$ cat config.mk
export PLATFORM = sky130hd
export DESIGN_NAME = conv_loop_sequencer
export DESIGN_NICKNAME = d
export VERILOG_FILES = /design/src/rtl/cnn_cfg_pkg.sv /design/src/rtl/wrap_counter.sv /design/src/rtl/conv_loop_sequencer.sv
export SDC_FILE = /design/constraint.sdc
export NUM_CORES = 1
export LEC_CHECK = 0
export BUFFER_PORTS_ARGS = -buffer_cell sky130_fd_sc_hd__buf_2
export CAP_MARGIN = 40
export CORE_ASPECT_RATIO = 1.5
export CORE_MARGIN = 2
export CORE_UTILIZATION = 40
export CTS_CLUSTER_SIZE = 16
export DETAILED_ROUTE_END_ITERATION = 7
export HOLD_SLACK_MARGIN = 0.12
export PLACE_DENSITY_LB_ADDON = 0.3
export SETUP_SLACK_MARGIN = 0.02
export SLEW_MARGIN = 20
export SYNTH_ARGS = -nofsm -noshare
export SYNTH_HDL_FRONTEND = slang
export SYNTH_SLANG_ARGS = --single-unit
$ cat constraint.sdc
create_clock -name clock -period 4.36 [get_ports clock]
set_input_delay 0.872 -clock clock [delete_from_list [all_inputs] [get_ports clock]]
set_output_delay 0.872 -clock clock [all_outputs]
set_load 0.02 [all_outputs]
$ cat src/rtl/cnn_cfg_pkg.sv
// rtl/cnn_cfg_pkg.sv - shared conv layer constants and sequencer state encoding
package cnn_cfg_pkg;

    localparam int K        = 5;
    localparam int OUT_SIZE = 28;
    localparam int OUT_CH   = 6;
    localparam int IN_CH    = 1;
    localparam int N_STEP   = 4;

    typedef enum logic [1:0] {
        ST_IDLE = 2'd0,
        ST_RUN  = 2'd1,
        ST_DONE = 2'd2
    } seq_state_t;

endpackage

$ cat src/rtl/wrap_counter.sv
// rtl/wrap_counter.sv - stepping counter that returns to zero once the next step would reach LIMIT
module wrap_counter #(
    parameter int WIDTH = 8,
    parameter int STEP  = 1,
    parameter int LIMIT = 2
) (
    input  logic             clock,
    input  logic             rst_n,
    input  logic             clr,
    input  logic             en,
    output logic [WIDTH-1:0] value,
    output logic             wrap
);

    // wrap is qualified by en so counters chain directly: wrap of one is en of the next
    assign wrap = en && (int'(value) + STEP >= LIMIT);

    always_ff @(posedge clock or negedge rst_n) begin
        if (!rst_n) begin
            value <= '0;
        end else if (clr) begin
            value <= '0;
        end else if (en) begin
            value <= wrap ? '0 : value + WIDTH'(STEP);
        end
    end

endmodule

$ cat src/rtl/conv_loop_sequencer.sv
// rtl/conv_loop_sequencer.sv - nested m/r/c/n/i/j loop index generator for one conv layer pass
module conv_loop_sequencer #(
    parameter int K        = cnn_cfg_pkg::K,
    parameter int OUT_SIZE = cnn_cfg_pkg::OUT_SIZE,
    parameter int OUT_CH   = cnn_cfg_pkg::OUT_CH,
    parameter int IN_CH    = cnn_cfg_pkg::IN_CH,
    parameter int N_STEP   = cnn_cfg_pkg::N_STEP
) (
    input  logic        clock,
    input  logic        rst_n,
    input  logic        start,
    input  logic        abort,
    input  logic        stall,
    output logic        busy,
    output logic        idx_valid,
    output logic [7:0]  m,
    output logic [7:0]  r,
    output logic [7:0]  c,
    output logic [7:0]  n,
    output logic [3:0]  i,
    output logic [3:0]  j,
    output logic        tap_first,
    output logic        tap_last,
    output logic [15:0] pix_addr,
    output logic        done
);

    if (K < 1 || K > 16 || OUT_SIZE < 1 || OUT_SIZE > 255 || OUT_CH < 1 || OUT_CH > 255 ||
        IN_CH < 1 || IN_CH > 255 || N_STEP < 1) begin : g_param_check
        $error("conv_loop_sequencer: layer parameter out of range");
    end

    cnn_cfg_pkg::seq_state_t state;

    logic advance;
    logic wrap_j, wrap_i, wrap_n, wrap_c, wrap_r, wrap_m;

    assign advance = idx_valid && !stall;

    wrap_counter #(.WIDTH(4), .STEP(1), .LIMIT(K)) u_cnt_j (
        .clock(clock), .rst_n(rst_n), .clr(abort), .en(advance), .value(j), .wrap(wrap_j));
    wrap_counter #(.WIDTH(4), .STEP(1), .LIMIT(K)) u_cnt_i (
        .clock(clock), .rst_n(rst_n), .clr(abort), .en(wrap_j), .value(i), .wrap(wrap_i));
    wrap_counter #(.WIDTH(8), .STEP(N_STEP), .LIMIT(IN_CH)) u_cnt_n (
        .clock(clock), .rst_n(rst_n), .clr(abort), .en(wrap_i), .value(n), .wrap(wrap_n));
    wrap_counter #(.WIDTH(8), .STEP(1), .LIMIT(OUT_SIZE)) u_cnt_c (
        .clock(clock), .rst_n(rst_n), .clr(abort), .en(wrap_n), .value(c), .wrap(wrap_c));
    wrap_counter #(.WIDTH(8), .STEP(1), .LIMIT(OUT_SIZE)) u_cnt_r (
        .clock(clock), .rst_n(rst_n), .clr(abort), .en(wrap_c), .value(r), .wrap(wrap_r));
    wrap_counter #(.WIDTH(8), .STEP(1), .LIMIT(OUT_CH)) u_cnt_m (
        .clock(clock), .rst_n(rst_n), .clr(abort), .en(wrap_r), .value(m), .wrap(wrap_m));

    // Every counter wraps on the final advance, so DONE sees all-zero indices without a clear
    always_ff @(posedge clock or negedge rst_n) begin
        if (!rst_n) begin
            state     <= cnn_cfg_pkg::ST_IDLE;
            busy      <= 1'b0;
            idx_valid <= 1'b0;
            done      <= 1'b0;
        end else begin
            case (state)
                cnn_cfg_pkg::ST_IDLE: begin
                    done <= 1'b0;
                    if (start && !abort) begin
                        state     <= cnn_cfg_pkg::ST_RUN;
                        busy      <= 1'b1;
                        idx_valid <= 1'b1;
                    end
                end
                cnn_cfg_pkg::ST_RUN: begin
                    if (abort) begin
                        state     <= cnn_cfg_pkg::ST_IDLE;
                        busy      <= 1'b0;
                        idx_valid <= 1'b0;
                    end else if (wrap_m) begin
                        state     <= cnn_cfg_pkg::ST_DONE;
                        busy      <= 1'b0;
                        idx_valid <= 1'b0;
                        done      <= 1'b1;
                    end
                end
                default: begin
                    state     <= cnn_cfg_pkg::ST_IDLE;
                    busy      <= 1'b0;
                    idx_valid <= 1'b0;
                    done      <= 1'b0;
                end
            endcase
        end
    end

    assign tap_first = idx_valid && (n == 8'd0) && (i == 4'd0) && (j == 4'd0);
    assign tap_last  = idx_valid && (int'(n) + N_STEP >= IN_CH) &&
                       (i == 4'(K - 1)) && (j == 4'(K - 1));

    assign pix_addr = 16'(m) * 16'(OUT_SIZE * OUT_SIZE) + 16'(r) * 16'(OUT_SIZE) + 16'(c);

endmodule

# Word level (Yosys, flattened, before mapping)
# Index checks and enable logic that the tools add are counted.
# Widths: inputs -> output; s select.
op_classes:
  add_sub_neg: 14
  mul: 2
  div: 0
  order_cmp: 6
  eq_ne: 7
  shifts: 0
  n_mux: 29
  bitwise: 0
  n_reduce_logical: 28
op_table:
  columns: ["cell", "n"]
  rows:
  - ["$ge 32x4->1 const B", 3]
  - ["$mux 8", 12]
  - ["$ge 32x6->1 const B", 2]
  - ["$add 8x1->9 const B", 3]
  - ["$add 8x1->8 const B", 3]
  - ["$mux 4", 6]
  - ["$add 16x13->16", 1]
  - ["$add 16x8->16", 1]
  - ["$logic_and 1x1->1", 14]
  - ["$mul 8x6->12 const B", 1]
  - ["$reduce_bool 2->1", 6]
  - ["$mul 8x3->11 const B", 1]
  - ["$add 4x1->5 const B", 2]
  - ["$add 8x3->9 const B", 1]
  - ["$ge 9x1->1 const B", 1]
  - ["$add 4x1->4 const B", 2]
  - ["$add 8x3->8 const B", 1]
  - ["$eq 4x3->1 const B", 2]
  - ["$logic_not 4->1", 2]
  - ["$logic_not 8->1", 1]
  - ["$mux 1", 6]
  - ["$mux 2", 3]
  - ["$ne 2x2->1 const B", 2]
  - ["$pmux 2 s2", 1]
  - ["7 further kinds", 9]
totals:
  ff_bits: 44
  latchBits: 0
  mem_bits_rw: 0
  rom_bits: 0
  inputBits: 5
  output_inout_bits: 61
  word_cells: 95
  n_memories: 0

# Longest topological paths before layout
# Gate-level depths: netlist of run 1.
logic_depth:
  ltp_word: 11
  mapped_depth: 17

# By module
# A second synthesis of run 1 with hierarchy kept.
unflattened:
  cells_unflattened: 415
  area_unflattened_um2: 3941.3
by_module_without_submodules:
  columns: ["mod", "instances", "cells_per_inst", "area_each_um2", "seq_area_each_um2"]
  rows:
  - ["conv_loop_sequencer", 1, 205, 1863.0, 75.1]
  - ["wrap_counter (u_cnt_r)", 1, 55, 494.2, 200.2]
  - ["wrap_counter (u_cnt_m)", 1, 55, 493.0, 200.2]
  - ["wrap_counter (u_cnt_c)", 1, 46, 444.2, 200.2]
  - ["wrap_counter (u_cnt_i ...)", 2, 16, 193.9, 100.1]
  - ["wrap_counter (u_cnt_n)", 1, 22, 259.0, 150.1]

# Least setup slack after synthesis of run 1
# OpenSTA, ideal clock, no wires.
synth_timing:
  path_kind: "register -> output"
  start: "register u_cnt_r.value[2]"
  end: "output pix_addr[15]"
  t_arrival_ns: 4.031
  t_required_ns: 3.488
  slack_ns: -0.543
  stages_incl_launch_ff: 14
  n_path_buf: 0
  cell_sequence: "dfrtp_1 > fa_1 > ha_1 > inv_1 > fa_1 > fa_1 > inv_1 > ha_1 > a211oi_1 > nor2_1 > o31a_1 > o41ai_1 > o21ai_0 > xnor2_1"
synth_via:
  elab_chain_len: 3
synth_lines:
  columns: ["element", "line", "rtl"]
  rows:
  - ["from (decl)", "wrap_counter.sv:11", "output logic [WIDTH-1:0] value,"]
  - ["from (signal assigned)", "wrap_counter.sv:24", "value <= wrap ? '0 : value + WIDTH'(STEP);"]
  - ["$mul 8x3->11", "conv_loop_sequencer.sv:96", "assign pix_addr = 16'(m) * 16'(OUT_SIZE * OUT_SIZE) + 16'(r) * 16'(OUT_SIZE) + 16'(c);"]
  - ["$add 16x13->16", "conv_loop_sequencer.sv:96", null]
  - ["$add 16x8->16", "conv_loop_sequencer.sv:96", null]
  - ["to (decl)", "conv_loop_sequencer.sv:24", "output logic [15:0] pix_addr,"]
# No other way between the ends.

# Worst setup path in the final report of run 1
layout_timing:
  start: "register u_cnt_r.value[0]"
  end: "output pix_addr[13]"
# The elaborated chain is that of the path after synthesis.

==> results.sh, run 1 <==
export IMPL_dp_slack_ps=-296
export IMPL_area_growth_pct=31.9
export IMPL_synth_edff_count=0
export IMPL_violations="negative setup slack"
export IMPL_num_rows=44
export IMPL_yosysSeqAreaShare=0.259
export IMPL_gr_usage_all_layers=0.179
export IMPL_fin_skew_ps=5.07
export IMPL_dp_hpwl_um=7350
export IMPL_timing_final_crit_share=1.13
export IMPL_clk_pin_slew_worst_paths_ps=60
export IMPL_syn_area_per_cell_um2=9.33
export IMPL_numCtsBuffers=5
export IMPL_cp_data_arrival_time_ps=4070
export IMPL_die_width_um=85.3
export IMPL_grt_max_degree=31
export IMPL_yosys_top_cells_area="dfrtp_1 (26%), ha_1 (21%), fa_1 (8.1%)"
export IMPL_switching_share=0.248
export IMPL_clkPwrFrac=0.436
export IMPL_clk_latency_ps=290
export IMPL_layout_nets=627
export IMPL_grt_pass1_vias=3482
export IMPL_ir_drop_mv=0.221
export IMPL_power_density_nw_per_um2=173
export IMPL_end_kind="output port"
export IMPL_critPathMaxFanout=4
export IMPL_drive_gt1_frac=0.336
export IMPL_hold_path_class="reg2reg"
export IMPL_dp_cells=643
export IMPL_dr_total_vias=3418
export IMPL_grt_pass1_wl_um=15900
export IMPL_yosys_area_top_type="dfrtp_1"
export IMPL_synth_most_common_cell="ha_1"
export IMPL_internal_power_w=0.000681
export IMPL_netlist_area_leader_share=0.259
export IMPL_maxSlewHeadroom=0.614
export IMPL_cts_sinks=41
export IMPL_p_total_w=0.000906
export IMPL_postRouteAntennaNets=0
export IMPL_synth_cell_types=53
export IMPL_rsz0062_at_grt="yes"
export IMPL_leakagePower_nw=2.86
export IMPL_cp_required_ps=3490
export IMPL_dr_pass1_iters=4
export IMPL_n_antenna_cell=0
export IMPL_status="finished with violations"
export IMPL_cts_tree="yes"
export IMPL_period_needed_ps=4940
export IMPL_power_switching_w=0.000224
export IMPL_synthArstFlopShare=1.00
export IMPL_core_area_um2=9690
export IMPL_cts_buffer_depth=2
export IMPL_io_pins=66
export IMPL_crit_type="reg2out"
export IMPL_yosys_most_used_dff="dfrtp_1"
export IMPL_drv_slew=0
export IMPL_drt_drc_violations_left=0
export IMPL_avgRoutedWirePerCell_um=14.1
export IMPL_combPwrFrac=0.136
export IMPL_h_tree_depth=2
export IMPL_drtIter0Drc=132
export IMPL_globalplace_congestion=0.857
export IMPL_hold_buffers=0
export IMPL_dieArea_um2=10700
export IMPL_syn_area_um2=3960
export IMPL_fin_cells=654
export IMPL_seqPwrFrac=0.428
export IMPL_synthTopCellsByCount="ha_1 (68), inv_1 (43), dfrtp_1 (41)"
export IMPL_grt_overflow_total=0
export IMPL_fin_ws_ps=-584
export IMPL_finalWirelength_um=9250
export IMPL_fp_dieH_um=126
export IMPL_antenna_found_initial=0
export IMPL_synth_seq_cells=41
export IMPL_io_buffers=63
export IMPL_cap_violations=0
export IMPL_startpoint_type="register"
export IMPL_finalSetupViolCount=8
export IMPL_fmax_mhz=202
export IMPL_viasPerCell=5.23
export IMPL_ys_warn_count=0
export IMPL_initial_core_util=0.409
export IMPL_cts_root_buffer="clkbuf_16"
export IMPL_syn_inst=425
export IMPL_hold_viol=0
export IMPL_worst_pin_slew_ps=579
-- sequential cells by signal, summed over array words and instances (netlist names), 4 cells and up --
| signal | cells |
|---|---|
| u_cnt_r.value | 8 |
| u_cnt_c.value | 8 |
| u_cnt_n.value | 6 |
| u_cnt_i.value | 4 |
| u_cnt_m.value | 8 |
| u_cnt_j.value | 4 |
-- layout by cell type (no fill, tap or decap), types with 4 or more instances in the layout --
cell,instances
a21o_1,6
dfrtp_2,8
or3_1,4
nand3_1,9
nor2b_1,11
nor2_1,27
fa_1,14
xor2_1,11
buf_2,54
xnor2_2,5
nand3b_1,4
ha_4,7
inv_1,38
inv_2,5
ha_1,58
a21oi_1,16
clkbuf_16,5
buf_6,5
nor3_1,13
xnor2_1,10
nand2_1,31
o21a_1,4
a21oi_2,8
and2_1,14
o21ai_0,15
dfrtp_1,33
buf_4,54
-- critical path: stages (launching register included) --
cell and delay, ps:
dfrtp_2 410, fa_1 540, ha_2 180, inv_2 40
fa_2 360, xor2_2 190, fa_1 490, inv_2 40
ha_4 230, o21ai_2 150, nor2_2 70, o31a_1 290
o41ai_2 290, o21bai_1 160, xor2_2 200, buf_6 140
-- layer usage --
layer | global-route usage | wire (um)
met5 | 0 | 0
met4 | 0.0700 | 209
met3 | 0.0197 | 260
met2 | 0.327 | 4890
met1 | 0.212 | 3880
-- path summary, 6_finish.rpt --
path                             startpoint               end  slack [ps]  cells after the start
setup / recovery           u_cnt_r.value[0]      pix_addr[13]        -580                     15
hold / removal             u_cnt_n.value[6]  u_cnt_n.value[6]         500                      1
setup reg to reg           u_cnt_j.value[1]  u_cnt_m.value[2]        1800                      7
hold reg to reg            u_cnt_n.value[6]  u_cnt_n.value[6]         500                      1
max in group asynchronous             rst_n  u_cnt_r.value[4]        3270                      2
min in group asynchronous             rst_n  u_cnt_j.value[1]         570                      1
-- power groups by stage --
stage | Clock, W | Sequential, W | Combinational [W]
2_1_floorplan | 0 | 0.000399 | 0.0000599
3_3_place_gp | 0 | 0.000395 | 0.000100
3_5_place_dp | 0 | 0.000396 | 0.000106
4_1_cts | 0.000405 | 0.000388 | 0.000116
5_1_grt | 0.000418 | 0.000388 | 0.000136
6_report | 0.000395 | 0.000388 | 0.000123
-- cell type report --
| cell class | count | area (um2) |
|---|---|---|
| Clock inverter | 1 | 5.00 |
| Clock buffer | 7 | 153 |
| Fill cell | 904 | 4460 |
| Tap cell | 115 | 144 |
| Sequential cell | 41 | 1040 |
| Inverter | 43 | 161 |
| Multi-Input combinational cell | 333 | 2970 |
| Timing Repair Buffer | 114 | 759 |
-- cells by family (layout without fill, tap and decap cells) --
family,Yosys count,count (layout),synth area share
AND/OR/NAND/NOR,133,133,0.171
AO/OA/AOI/OAI,86,86,0.158
adder cells (fa/ha/maj),84,84,0.295
buffers and inverters,52,165,0.0540
flip-flops,41,41,0.259
XOR/XNOR,28,28,0.0619
other,1,2,0.000946
-- stage by stage --
| stage | utilization | TNS, ps | hold slack, ps | area (um2) |
|---|---|---|---|---|
| after global routing | 0.540 | -4550 | 530 | 5230 |
| after floorplan | - | -410 | 508 | 4100 |
| after detailed placement | 0.504 | -1390 | 482 | 4880 |
| after CTS | 0.529 | -3190 | 500 | 5130 |
| after global placement | 0.501 | -1140 | 480 | 4860 |
| final | 0.540 | -3270 | 496 | 5230 |
-- timing repair --
item                                   CTS  global route
endpoints found under the hold margin    0             0
setup endpoints to repair                8            10
pin swaps                               10             9
buffers inserted                         3             1
resized for setup                       21            19
No activity file was read; power rests on OpenSTA's default activity.
==> run 2: changes to the inputs <==
--- a/config.mk
+++ b/config.mk
@@ -19,3 +19,4 @@
 export SYNTH_ARGS = -nofsm -noshare
 export SYNTH_HDL_FRONTEND = slang
+export SYNTH_HIERARCHICAL = 1
 export SYNTH_SLANG_ARGS = --single-unit
==> constraint.sdc (replaced) <==
create_clock -name clock -period 4.36 [get_ports clock]
set_input_delay 1.308 -clock clock [delete_from_list [all_inputs] [get_ports clock]]
set_output_delay 1.308 -clock clock [all_outputs]
set_load 0.02 [all_outputs]
==> run 2 against run 1 <==
Against the previous run: the flow still finishes with violations (negative setup slack); first-iteration DRC count increased by 61%; worst setup slack got worse by 410 ps; synthesized area decreased by 0.57%; count of clock-buffer cells in the layout decreased by 1; critical path depth decreased by 1; flip-flop and latch count unchanged; final cell count unchanged; fmax decreased by 7.7%; worst hold slack got worse by 40 ps; critical path type unchanged; largest power group unchanged.
==> results.sh, run 2 <==
export IMPL_drt_drc_violations_left=0
export IMPL_timing_rr_start="state[0]"
export IMPL_postRouteAntennaNets=0
export IMPL_internal_power_w=0.000686
export IMPL_core_area_um2=9630
export IMPL_layout_commonest_cell="buf_4"
export IMPL_finalSetupViolCount=11
export IMPL_globalplace_congestion=0.889
export IMPL_dr_total_vias=3519
export IMPL_layout_common_cells="buf_4 (59), buf_2 (54), ha_1 (46), dfrtp_1 (33), inv_1 (29)"
export IMPL_reg2reg_depth=12
export IMPL_hold_buffers=0
export IMPL_status="finished with violations"
export IMPL_clk_latency_ps=290
export IMPL_cap_violations=0
export IMPL_leakagePower_nw=2.88
export IMPL_crit_start="u_cnt_r/value[1]"
export IMPL_synth_edff_count=0
export IMPL_cts_buffer_depth=2
export IMPL_whs_path_depth=1
export IMPL_combPwrFrac=0.093
export IMPL_syn_inst=415
export IMPL_drive_gt1_frac=0.369
export IMPL_synth_most_common_cell="ha_1"
export IMPL_avgRoutedWirePerCell_um=14.4
export IMPL_grt_pass1_wl_um=16100
export IMPL_grt_overflow_total=0
export IMPL_violations="negative setup slack"
export IMPL_worstHoldStart="state[1]"
export IMPL_area_growth_pct=37.8
export IMPL_rsz0062_at_grt="yes"
export IMPL_h_tree_depth=2
export IMPL_dr_pass1_iters=4
export IMPL_clkPwrFrac=0.469
export IMPL_largest_registers="u_cnt_c/value x8, u_cnt_m/value x8, u_cnt_r/value x8"
export IMPL_fin_skew_ps=5.39
export IMPL_ir_drop_mv=0.224
export IMPL_dp_cells=640
export IMPL_cp_data_arrival_time_ps=4050
export IMPL_switching_share=0.224
export IMPL_yosysSeqAreaShare=0.260
export IMPL_gr_usage_all_layers=0.182
export IMPL_fin_cells=654
export IMPL_cp_required_ps=3050
export IMPL_path_cells="fa_1 -> ha_1 -> a21o_1 -> a21oi_2 -> xnor2_2 -> fa_1 -> ha_4 -> a21o_1 -> a21oi_2 -> o21a_4 -> o21ai_4 -> a2111o_1 -> nand3_2 -> buf_6"
export IMPL_grt_max_degree=31
export IMPL_synthTopCellsByCount="ha_1 (59), dfrtp_1 (41), a21oi_1 (31), inv_1 (31), nor2_1 (27)"
export IMPL_period_needed_ps=5360
export IMPL_dieArea_um2=10700
export IMPL_dp_hpwl_um=7360
export IMPL_layout_nets=618
export IMPL_setup_tns_ps=-7800
export IMPL_worst_path_max_delay_cell="fa_1"
export IMPL_io_pins=66
export IMPL_path_buf_inv=1
export IMPL_crit_family="adder cells"
export IMPL_cts_tree="yes"
export IMPL_reg2reg_to="u_cnt_m/value[2]"
export IMPL_yosys_area_top_type="dfrtp_1"
export IMPL_fmax_mhz=187
export IMPL_drtIter0Drc=213
export IMPL_timing_final_crit_share=1.23
export IMPL_antenna_found_initial=0
export IMPL_netlist_area_leader_share=0.260
export IMPL_die_width_um=85.1
export IMPL_fp_dieH_um=126
export IMPL_worst_pin_slew_ps=562
export IMPL_cts_root_buffer="clkbuf_16"
export IMPL_synth_cell_types=67
export IMPL_drv_slew=0
export IMPL_yosys_top_cells_area="dfrtp_1 (26%), ha_1 (19%), fa_1 (8.1%)"
export IMPL_initial_core_util=0.409
export IMPL_finalWirelength_um=9410
export IMPL_p_total_w=0.000884
export IMPL_hold_path_class="reg2reg"
export IMPL_hold_viol=0
export IMPL_grt_pass1_vias=3544
export IMPL_power_density_nw_per_um2=163
export IMPL_fin_ws_ps=-998
export IMPL_num_rows=44
export IMPL_syn_area_um2=3940
export IMPL_viasPerCell=5.38
export IMPL_r2r_slack_ps=1540
export IMPL_numCtsBuffers=5
export IMPL_final_core_utilization=0.564
export IMPL_maxSlewHeadroom=0.625
export IMPL_n_antenna_cell=0
export IMPL_dp_slack_ps=-748
export IMPL_crit_type="reg2out"
export IMPL_ys_warn_count=6
export IMPL_critPathMaxFanout=3
export IMPL_min_to="done"
export IMPL_cts_sinks=41
export IMPL_synth_seq_cells=41
export IMPL_slowest_delay_ps=590
export IMPL_synthArstFlopShare=1.00
export IMPL_end_kind="output port"
export IMPL_clk_pin_slew_worst_paths_ps=60
export IMPL_seqPwrFrac=0.437
export IMPL_yosys_most_used_dff="dfrtp_1"
export IMPL_startpoint_type="register"
export IMPL_io_buffers=63
export IMPL_power_switching_w=0.000198
export IMPL_syn_area_per_cell_um2=9.50
[run 2: kinds of logic after synthesis]
group / synth area share
buf+inv: 0.0473
simple gates: 0.203
compound gates: 0.150
fa+ha+maj: 0.269
other cells: 0.000951
mux: 0.0143
xor+xnor: 0.0556
flops: 0.260
[run 2: worst max path at each step]
| stage | end | cells past startpoint | slack [ps] |
|---|---|---|---|
| 6_report | pix_addr[13] | 14 | -1000 |
| 5_1_grt | pix_addr[12] | 14 | -1150 |
| 4_1_cts | pix_addr[12] | 14 | -940 |
| 3_5_place_dp | pix_addr[13] | 14 | -750 |
| 3_3_place_gp | pix_addr[13] | 14 | -650 |
| 2_1_floorplan | pix_addr[15] | 18 | -610 |
[run 2: cell type report]
cell class / count / area [um2]
clock buffers: 6 / 129
clock inverters: 2 / 35.0
fillers: 837 / 4200
inverters: 31 / 116
multi-input cells: 331 / 3070
flip-flops and latches: 41 / 1040
well taps: 115 / 144
repair buffers: 128 / 900
[run 2: through the flow]
step,hold slack [ps],cell area (um2)
detailed placement,446,4970
floorplan,427,4130
global placement,452,4950
global route,486,5430
CTS,457,5370
finish,456,5430
[run 2: repair_timing]
action,4_1_cts,5_1_grt
gates resized for setup,40,8
setup buffers,4,2
pin swaps,18,13
setup endpoints to repair,11,11
[run 2: power by group through the flow]
stage	sequential [W]	clock (W)	combinational (W)
2_1_floorplan	0.000397	0	0.0000435
3_3_place_gp	0.000393	0	0.0000743
3_5_place_dp	0.000394	0	0.0000781
4_1_cts	0.000386	0.000422	0.0000832
5_1_grt	0.000386	0.000438	0.0000913
6_report	0.000386	0.000415	0.0000825
[run 2: per-layer routing]
layer / up-vias / track usage / share of wire
li1: 1710 / - / -
met1: 1697 / 0.205 / 0.38
met2: 96 / 0.341 / 0.55
met3: 16 / 0.0304 / 0.048
met4: 0 / 0.0579 / 0.021
met5: - / 0 / 0
